[src/rtl/kmeans_pkg.sv]
// Shared types and constants for the kMeans host transmitter/collector.
// Latency: n/a. Backpressure: n/a.
package kmeans_pkg;

    localparam int CLUSTER_SIZE_DEF = 4;
    localparam int DATA_SIZE_DEF    = 4096;
    localparam int COORD_W          = 8;
    localparam int WORD_W           = 2 * COORD_W;

    typedef enum logic [2:0] {
        ST_IDLE,
        ST_FETCH,
        ST_DRAIN,
        ST_WAIT_RES,
        ST_DONE
    } state_t;

    function automatic int addr_w_for(input int total);
        return (total > 1) ? $clog2(total) : 1;
    endfunction

endpackage

[src/rtl/kmeans_result_collector.sv]
// Captures CLUSTER_SIZE result words into slots; flags completion or timeout.
// Latency: result_valid/timeout_err 1 cycle after the deciding cycle. Backpressure: none.
module kmeans_result_collector
    import kmeans_pkg::*;
#(
    parameter int CLUSTER_SIZE   = CLUSTER_SIZE_DEF,
    parameter int TIMEOUT_CYCLES = 1 << 24
)(
    input  logic                           clk,
    input  logic                           rst_n,
    input  logic                           clear,
    input  logic                           active,
    input  logic                           km_out_valid,
    input  logic [WORD_W-1:0]              km_out_data,
    output logic                           complete,
    output logic                           expire,
    output logic                           result_valid,
    output logic [WORD_W*CLUSTER_SIZE-1:0] result_data,
    output logic                           timeout_err
);

    localparam int IDX_W = $clog2(CLUSTER_SIZE) + 1;
    localparam int TMO_W = (TIMEOUT_CYCLES > 2) ? $clog2(TIMEOUT_CYCLES) : 1;

    logic [IDX_W-1:0] idx;
    logic [TMO_W-1:0] tmo_cnt;

    // Completion has priority over the timeout when both land in one cycle.
    assign complete = active && km_out_valid && (idx == IDX_W'(CLUSTER_SIZE - 1));
    assign expire   = active && (tmo_cnt == TMO_W'(TIMEOUT_CYCLES - 1));

    always_ff @(posedge clk or negedge rst_n) begin
        if (!rst_n) begin
            idx          <= '0;
            tmo_cnt      <= '0;
            result_valid <= 1'b0;
            result_data  <= '0;
            timeout_err  <= 1'b0;
        end else begin
            result_valid <= complete;
            timeout_err  <= expire && !complete;
            if (clear) begin
                idx     <= '0;
                tmo_cnt <= '0;
            end else if (active) begin
                tmo_cnt <= tmo_cnt + 1'b1;
                if (km_out_valid && (idx < IDX_W'(CLUSTER_SIZE))) begin
                    result_data[int'(idx)*WORD_W +: WORD_W] <= km_out_data;
                    idx <= idx + 1'b1;
                end
            end
        end
    end

endmodule

[src/rtl/kmeans_stream_tx.sv]
// Streams centroids+points from source memory to the kMeans core and collects the centroids.
// Latency: word k on km_in_* 2 cycles after its address. Backpressure: none, stream is gapless.
module kmeans_stream_tx
    import kmeans_pkg::*;
#(
    parameter int CLUSTER_SIZE   = CLUSTER_SIZE_DEF,
    parameter int DATA_SIZE      = DATA_SIZE_DEF,
    parameter int ADDR_W         = addr_w_for(CLUSTER_SIZE + DATA_SIZE),
    parameter int TIMEOUT_CYCLES = 1 << 24
)(
    input  logic                           clk,
    input  logic                           rst_n,
    input  logic                           start,
    output logic                           busy,
    output logic                           mem_rd,
    output logic [ADDR_W-1:0]              mem_addr,
    input  logic [WORD_W-1:0]              mem_rdata,
    output logic                           km_in_valid,
    output logic [WORD_W-1:0]              km_in_data,
    input  logic                           km_out_valid,
    input  logic [WORD_W-1:0]              km_out_data,
    output logic                           result_valid,
    output logic [WORD_W*CLUSTER_SIZE-1:0] result_data,
    output logic                           timeout_err
);

    localparam int               TOTAL     = CLUSTER_SIZE + DATA_SIZE;
    localparam logic [ADDR_W-1:0] LAST_ADDR = ADDR_W'(TOTAL - 1);

    state_t state;
    logic   rd_vld;
    logic   drain_exit;
    logic   complete;
    logic   expire;

    // Last word is on km_in_* and nothing is left in the read pipeline.
    assign drain_exit = (state == ST_DRAIN) && km_in_valid && !rd_vld;

    always_ff @(posedge clk or negedge rst_n) begin
        if (!rst_n) begin
            state       <= ST_IDLE;
            busy        <= 1'b0;
            mem_rd      <= 1'b0;
            mem_addr    <= '0;
            rd_vld      <= 1'b0;
            km_in_valid <= 1'b0;
            km_in_data  <= '0;
        end else begin
            rd_vld      <= mem_rd;
            km_in_valid <= rd_vld;
            km_in_data  <= rd_vld ? mem_rdata : '0;
            case (state)
                ST_IDLE: begin
                    if (start) begin
                        state    <= ST_FETCH;
                        busy     <= 1'b1;
                        mem_rd   <= 1'b1;
                        mem_addr <= '0;
                    end
                end
                ST_FETCH: begin
                    if (mem_addr == LAST_ADDR) begin
                        mem_rd <= 1'b0;
                        state  <= ST_DRAIN;
                    end else begin
                        mem_addr <= mem_addr + 1'b1;
                    end
                end
                ST_DRAIN: begin
                    if (drain_exit) begin
                        state <= ST_WAIT_RES;
                    end
                end
                ST_WAIT_RES: begin
                    if (complete) begin
                        state <= ST_DONE;
                    end else if (expire) begin
                        state <= ST_IDLE;
                        busy  <= 1'b0;
                    end
                end
                ST_DONE: begin
                    state <= ST_IDLE;
                    busy  <= 1'b0;
                end
                default: begin
                    state  <= ST_IDLE;
                    busy   <= 1'b0;
                    mem_rd <= 1'b0;
                end
            endcase
        end
    end

    kmeans_result_collector #(
        .CLUSTER_SIZE   (CLUSTER_SIZE),
        .TIMEOUT_CYCLES (TIMEOUT_CYCLES)
    ) u_collector (
        .clk          (clk),
        .rst_n        (rst_n),
        .clear        (drain_exit),
        .active       (state == ST_WAIT_RES),
        .km_out_valid (km_out_valid),
        .km_out_data  (km_out_data),
        .complete     (complete),
        .expire       (expire),
        .result_valid (result_valid),
        .result_data  (result_data),
        .timeout_err  (timeout_err)
    );

endmodule

[config.mk]
export PLATFORM = sky130hd
export DESIGN_NAME = kmeans_stream_tx
export DESIGN_NICKNAME = d
export VERILOG_FILES = /design/src/rtl/kmeans_pkg.sv /design/src/rtl/kmeans_result_collector.sv /design/src/rtl/kmeans_stream_tx.sv
export SDC_FILE = /design/constraint.sdc
export NUM_CORES = 1
export LEC_CHECK = 0
export BUFFER_PORTS_ARGS = -buffer_cell sky130_fd_sc_hd__buf_2
export CAP_MARGIN = 20
export CORE_AREA = 10 10 131 133
export DETAILED_ROUTE_END_ITERATION = 8
export DIE_AREA = 0 0 141 143
export PLACE_DENSITY_LB_ADDON = 0.25
export REMOVE_ABC_BUFFERS = 1
export SYNTH_ARGS = -nofsm -noshare
export SYNTH_HDL_FRONTEND = slang
export SYNTH_SLANG_ARGS = --single-unit
[constraint.sdc]
create_clock -name clk -period 6.67 [get_ports clk]
set_input_delay 1.6675 -clock clk [delete_from_list [all_inputs] [get_ports clk]]
set_output_delay 1.6675 -clock clk [all_outputs]
set_load 0.05 [all_outputs]
# == Word-level counts from Yosys, hierarchy flattened ==
# Index checks and enable logic that the tools add are counted.
# word_totals
register_bits,129
inputBits,36
out_inout_bits,98
wordCells,79
# classes
add_sub_neg,4
order_cmp,1
n_eq_ne,14
shift,2
mux,22
n_bitwise,3
reduce_logical,21
# ops
operator,n
bitwise mux 64 bit,1
"variable shift 16 x 33 -> 64 bit, first input constant",1
variable part select 16 x 33 -> 64 bit,1
two-way mux 24 bit,2
negator 7 -> 33 bit,1
two-way mux 13 bit,2
case mux 13 bit (2 select lines),1
"adder 24 x 1 -> 24 bit, second input constant",1
"equality test 24 bit, second input constant",1
two-way mux 3 bit,8
two-way mux 16 bit,1
"adder 13 x 1 -> 13 bit, second input constant",1
"equality test 13 bit, second input constant",1
"inequality test 2 bit, second input constant",6
case mux 3 bit (4 select lines),1
"equality test 3 x 2 -> 1 bit, second input constant",3
AND reduction 3 bit,3
AND reduction 4 bit,2
logical AND 1 bit,7
case mux 1 bit (3 select lines),2
nonzero test 2 bit,3
two-way mux 1 bit,4
"adder 3 x 1 -> 3 bit, second input constant",1
"equality test 3 x 1 -> 1 bit, second input constant",1
9 further kinds,12

# == Longest topological paths before layout ==
# depth
depth_word,5
depth_mapped,7
depth_no_buf,6

# == Hierarchy ==
# A second synthesis with hierarchy kept.
# hier_totals
cells_unflattened,530
hier_area_um2,5813.1
# by_module_without_submodules
mod,instances,cells_each,area_per_inst_um2,seq_area_each_um2
kmeans_result_collector,1,385,4187.8,2327.2
kmeans_stream_tx,1,145,1625.3,900.9

# == Least setup slack after synthesis ==
# Ideal clock, no wire load.
# synth_timing
kind,input port to flip-flop
start,input km_out_valid
end,register u_collector.result_data[10]
setup_ps,125
t_arrival_ps,2941
t_required_ps,6545
setup_slack_ps,3604
cell_stages,5
path_buffers,1
cell_sequence,and3b_1 nand2_1 nor4_4 buf_4 mux2_2
# synth_between
elab_chain_len,2
# synth_rtl
element,line_no,rtl
"start, declared",kmeans_stream_tx.sv:20,"input logic km_out_valid,"
logical AND 1 bit,kmeans_result_collector.sv:47,if (km_out_valid && (idx < IDX_W'(CLUSTER_SIZE))) begin
AND reduction 3 bit (no line),n/a,
"end signal, assigned by index",kmeans_result_collector.sv:48,result_data[int'(idx)*WORD_W +: WORD_W] <= km_out_data;
"end, declared",kmeans_result_collector.sv:18,"output logic [WORD_W*CLUSTER_SIZE-1:0] result_data,"
# Every way passes these cells.
# A chain may end at the register's enable or synchronous reset.

# == Final worst setup path ==
# layout_timing
start,input start
end,register mem_addr[11]
# layout_between
elab_chain_len,2
# layout_rtl
element,line_no,rtl
"start, declared",kmeans_stream_tx.sv:13,"input logic start,"
inequality test 2 bit (no line),n/a,
AND reduction 3 bit (no line),n/a,
"end signal, assigned",kmeans_stream_tx.sv:66,mem_addr <= mem_addr + 1'b1;
"end, declared",kmeans_stream_tx.sv:16,"output logic [ADDR_W-1:0] mem_addr,"
# Every way passes these cells.

==> results.py <==
metrics = {
    "power": {
        "power.switching_uw": 391.5,
        "power_uw": 1871,
        "p_sw_share_pct": 20.93,
        "powerDensity_mw_per_mm2": 256.6,
        "comb_power_share_pct": 3.4,
        "pwr-share-clk_pct": 54.3,
        "seqPwrFrac_pct": 42.3,
        "p_int_uw": 1479,
        "leakagePower_uw": 0.003579,
        "ir_drop_mv": 0.1665,
    },
    "placed_design": {
        "dp_hpwl_um": 10470,
        "gp_congestion": 0.8573,
        "io_buffers": 133,
        "dp_slack_ps": 3007,
    },
    "logic_synthesis": {
        "syn_inst": 559,
        "synth_cell_type_count": 48,
        "synth.avg_cell_area_um2": 10.30,
        "synth_ff_type": "dfrtp_1",
        "synth_top_family_by_area": "simple AND/OR/NAND/NOR gates",
        "synth-simple-area-share_pct": 19.94,
        "synth.area.mux_share_pct": 6.279,
        "synth_fa_ha_area_share_pct": 1.738,
        "synthesis.area_mm2": 0.005759,
        "yosysSeqAreaShare_pct": 56.05,
        "ys.warnings.count": 0,
        "ys_seq_elements": 129,
        "synth-async-reset-ratio_pct": 100.0,
        "synth_compound_area_share_pct": 11.56,
        "synth_xor_area_share_pct": 0.6083,
        "synth_enable_flop_cells": 0,
    },
    "timing": {
        "period_share_pct": 44.87,
        "slew_headroom_pct": 33.55,
        "fin_crit_ps": 2993,
        "finalHoldViolCount": 0,
        "worst_pin_slew_ps": 996.8,
        "drv_slew": 0,
        "setup_tns_ps": 0,
        "rsz0062_at_grt": "no",
        "max_freq_ghz": 0.3341,
        "worst_slack_ps": 3677,
        "holdWs_ps": 430.0,
        "fin_worst_skew_ps": 8.334,
        "setup_violations": 0,
    },
    "clock_tree": {
        "clock_path_buffers": 2,
        "cts_buffers": 17,
        "cts_sinks": 129,
        "clkTransAtPathRegs_ps": 50,
        "cts-htree-levels": 4,
        "post_cts_resized": 0,
        "postCtsSetupBuffers": 0,
        "cts_root_buf": "clkbuf_16",
        "cts_tree": "built",
        "insertion_delay_ps": 420,
        "holdBufCountCts": 0,
    },
    "critical_path": {
        "critPathRequiredTime_ps": 6980,
        "criticalPathCategory": "in -> reg",
        "cp_max_fo": 9,
        "cp-start-kind": "input pin",
        "arrival_ps": 3300,
        "endpoint_kind": "flop",
    },
    "outcome": {
        "status": "complete, no violations",
    },
    "cells_and_area": {
        "n_fill_cell": 1323,
        "drive_gt1_share_pct": 28.94,
        "diodes": 0,
        "nNetsFinal": 736,
        "area_growth_syn_to_layout_pct": 26.59,
    },
    "die": {
        "rows": 44,
        "start_util_pct": 39.93,
        "core_mm2": 0.01442,
        "die_h_um": 143,
        "io_pins": 134,
        "fp.dieArea_mm2": 0.02016,
        "die_x_um": 141,
    },
    "global_routing": {
        "grt_pass1_wl_um": 24330,
        "first_global_vias": 4729,
        "grt_max_degree": 80,
        "grt_antenna_before_repair": 0,
        "gr-total-overflow": 0,
        "grt_use_total_pct": 14.87,
    },
    "routing": {
        "dr.pass1.iters": 4,
        "num_vias": 4650,
        "ant_nets": 0,
        "routedWlPerCell_um": 16.82,
        "viasPerCell": 5.231,
        "drc": 0,
        "wl_um": 14950,
        "drt-initial-drc-count": 280,
    },
    "hold_path": {
        "min_path_type": "reg -> reg",
    },
    "run": {
        "maxCapViolCount": 0,
    },
}
synth_stat cells, drive strengths merged, types with 2 or more instances:
library cell    n  area [um^2]
dfrtp         129         3228
nand2         102        382.9
o21ai          45        225.2
inv            27        101.4
o31ai          25        187.7
clkbuf         24        90.09
a21oi          22        110.1
and2           21        131.4
mux2           17        191.4
mux2i          17        170.2
nand3          16        80.08
or4            15        117.6
nor2           14        52.55
and3            9        56.30
or3             9        62.56
ha              8        100.1
nand4           8        56.30
a31oi           5        31.28
nor2b           5        31.28
buf             4        28.78
nor4            4        55.05
and3b           3        26.28
nor3            3        15.01
nor3b           3        22.52
o2111ai         3        26.28
o211ai          3        22.52
xor2            3        26.28
a21o            2        15.01
or4b            2        20.02
metal layers:
layer	up-vias	global-route usage, %	part of all wire (%)
li1	2221	-	-
met4	0	5.109	1.1
met5	-	0	0
met1	2288	17.61	44
met3	16	4.677	6.1
met2	125	25.02	49
stage by stage:
step                cells  util, %  cell area [um^2]
CTS                   888    50.43              7273
floorplan             531        -              5640
finish                889    50.55              7291
global route          889    50.55              7291
global placement      854    45.68              6589
detailed placement    856    45.89              6619
power groups by stage:
stage / sequential [uW] / clock (uW) / combinational, uW
after floorplan: 825 / 0 / 6.73
after global placement: 804 / 0 / 64.5
after detailed placement: 804 / 0 / 65.7
after CTS: 790 / 1040 / 65.8
after global routing: 790 / 1070 / 70.7
final: 790 / 1020 / 64.1
worst max-delay path: stages:
cell and delay, ps:
buf_2 90, nor4b_2 660, nor2_1 350, a211o_1 360
a21o_1 170
flip-flops by register name, summed over array words and instances, names as in the netlist:
register / cells
u_collector.result_data: 64
u_collector.tmo_cnt: 24
km_in_data: 16
mem_addr: 13
state: 3
u_collector.idx: 3
busy: 1
km_in_valid: 1
mem_rd: 1
rd_vld: 1
u_collector.result_valid: 1
u_collector.timeout_err: 1
layout make-up:
| class | count | area (um^2) | share of cell area [%] |
|---|---|---|---|
| sequential | 129 | 3228 | 44.28 |
| multi-input combinational | 375 | 2322 | 31.85 |
| timing repair buffer | 142 | 754.5 | 10.35 |
| clock buffer | 20 | 446.7 | 6.127 |
| tap | 184 | 230.2 | 3.158 |
| clock inverter | 12 | 207.7 | 2.849 |
| inverter | 27 | 101.3 | 1.390 |
kinds of logic after synthesis:
logic type | count (synthesis)
compound gates | 111
flops | 129
mux | 34
xor+xnor | 4
buf+inv | 55
simple gates | 218
fa+ha+maj | 8
path summary, 6_finish.rpt:
kind	startpoint	to	slack [ps]	depth (start not counted)
max in group asynchronous	rst_n	u_collector.tmo_cnt[8]	3930	2
min	mem_rd	rd_vld	430	0
max	start	mem_addr[11]	3680	5
min in group asynchronous	rst_n	km_in_data[0]	1270	1
max reg2reg	state[1]	u_collector.tmo_cnt[18]	3910	4
min reg2reg	mem_rd	rd_vld	430	0
layout by cell type, fill, tap and decap left out, types with 8 or more instances in the layout:
cell       instances
nand3_1           16
or4_1             13
nor2_1            14
o21ai_0           45
o31ai_1           25
mux2_2            17
a21oi_1           22
dfrtp_1          129
and2_1            21
and3_1             9
clkbuf_16         17
nand2_1          102
ha_1               8
inv_1             27
buf_2            132
mux2i_1           17
(Power assumes the default switching activity.)
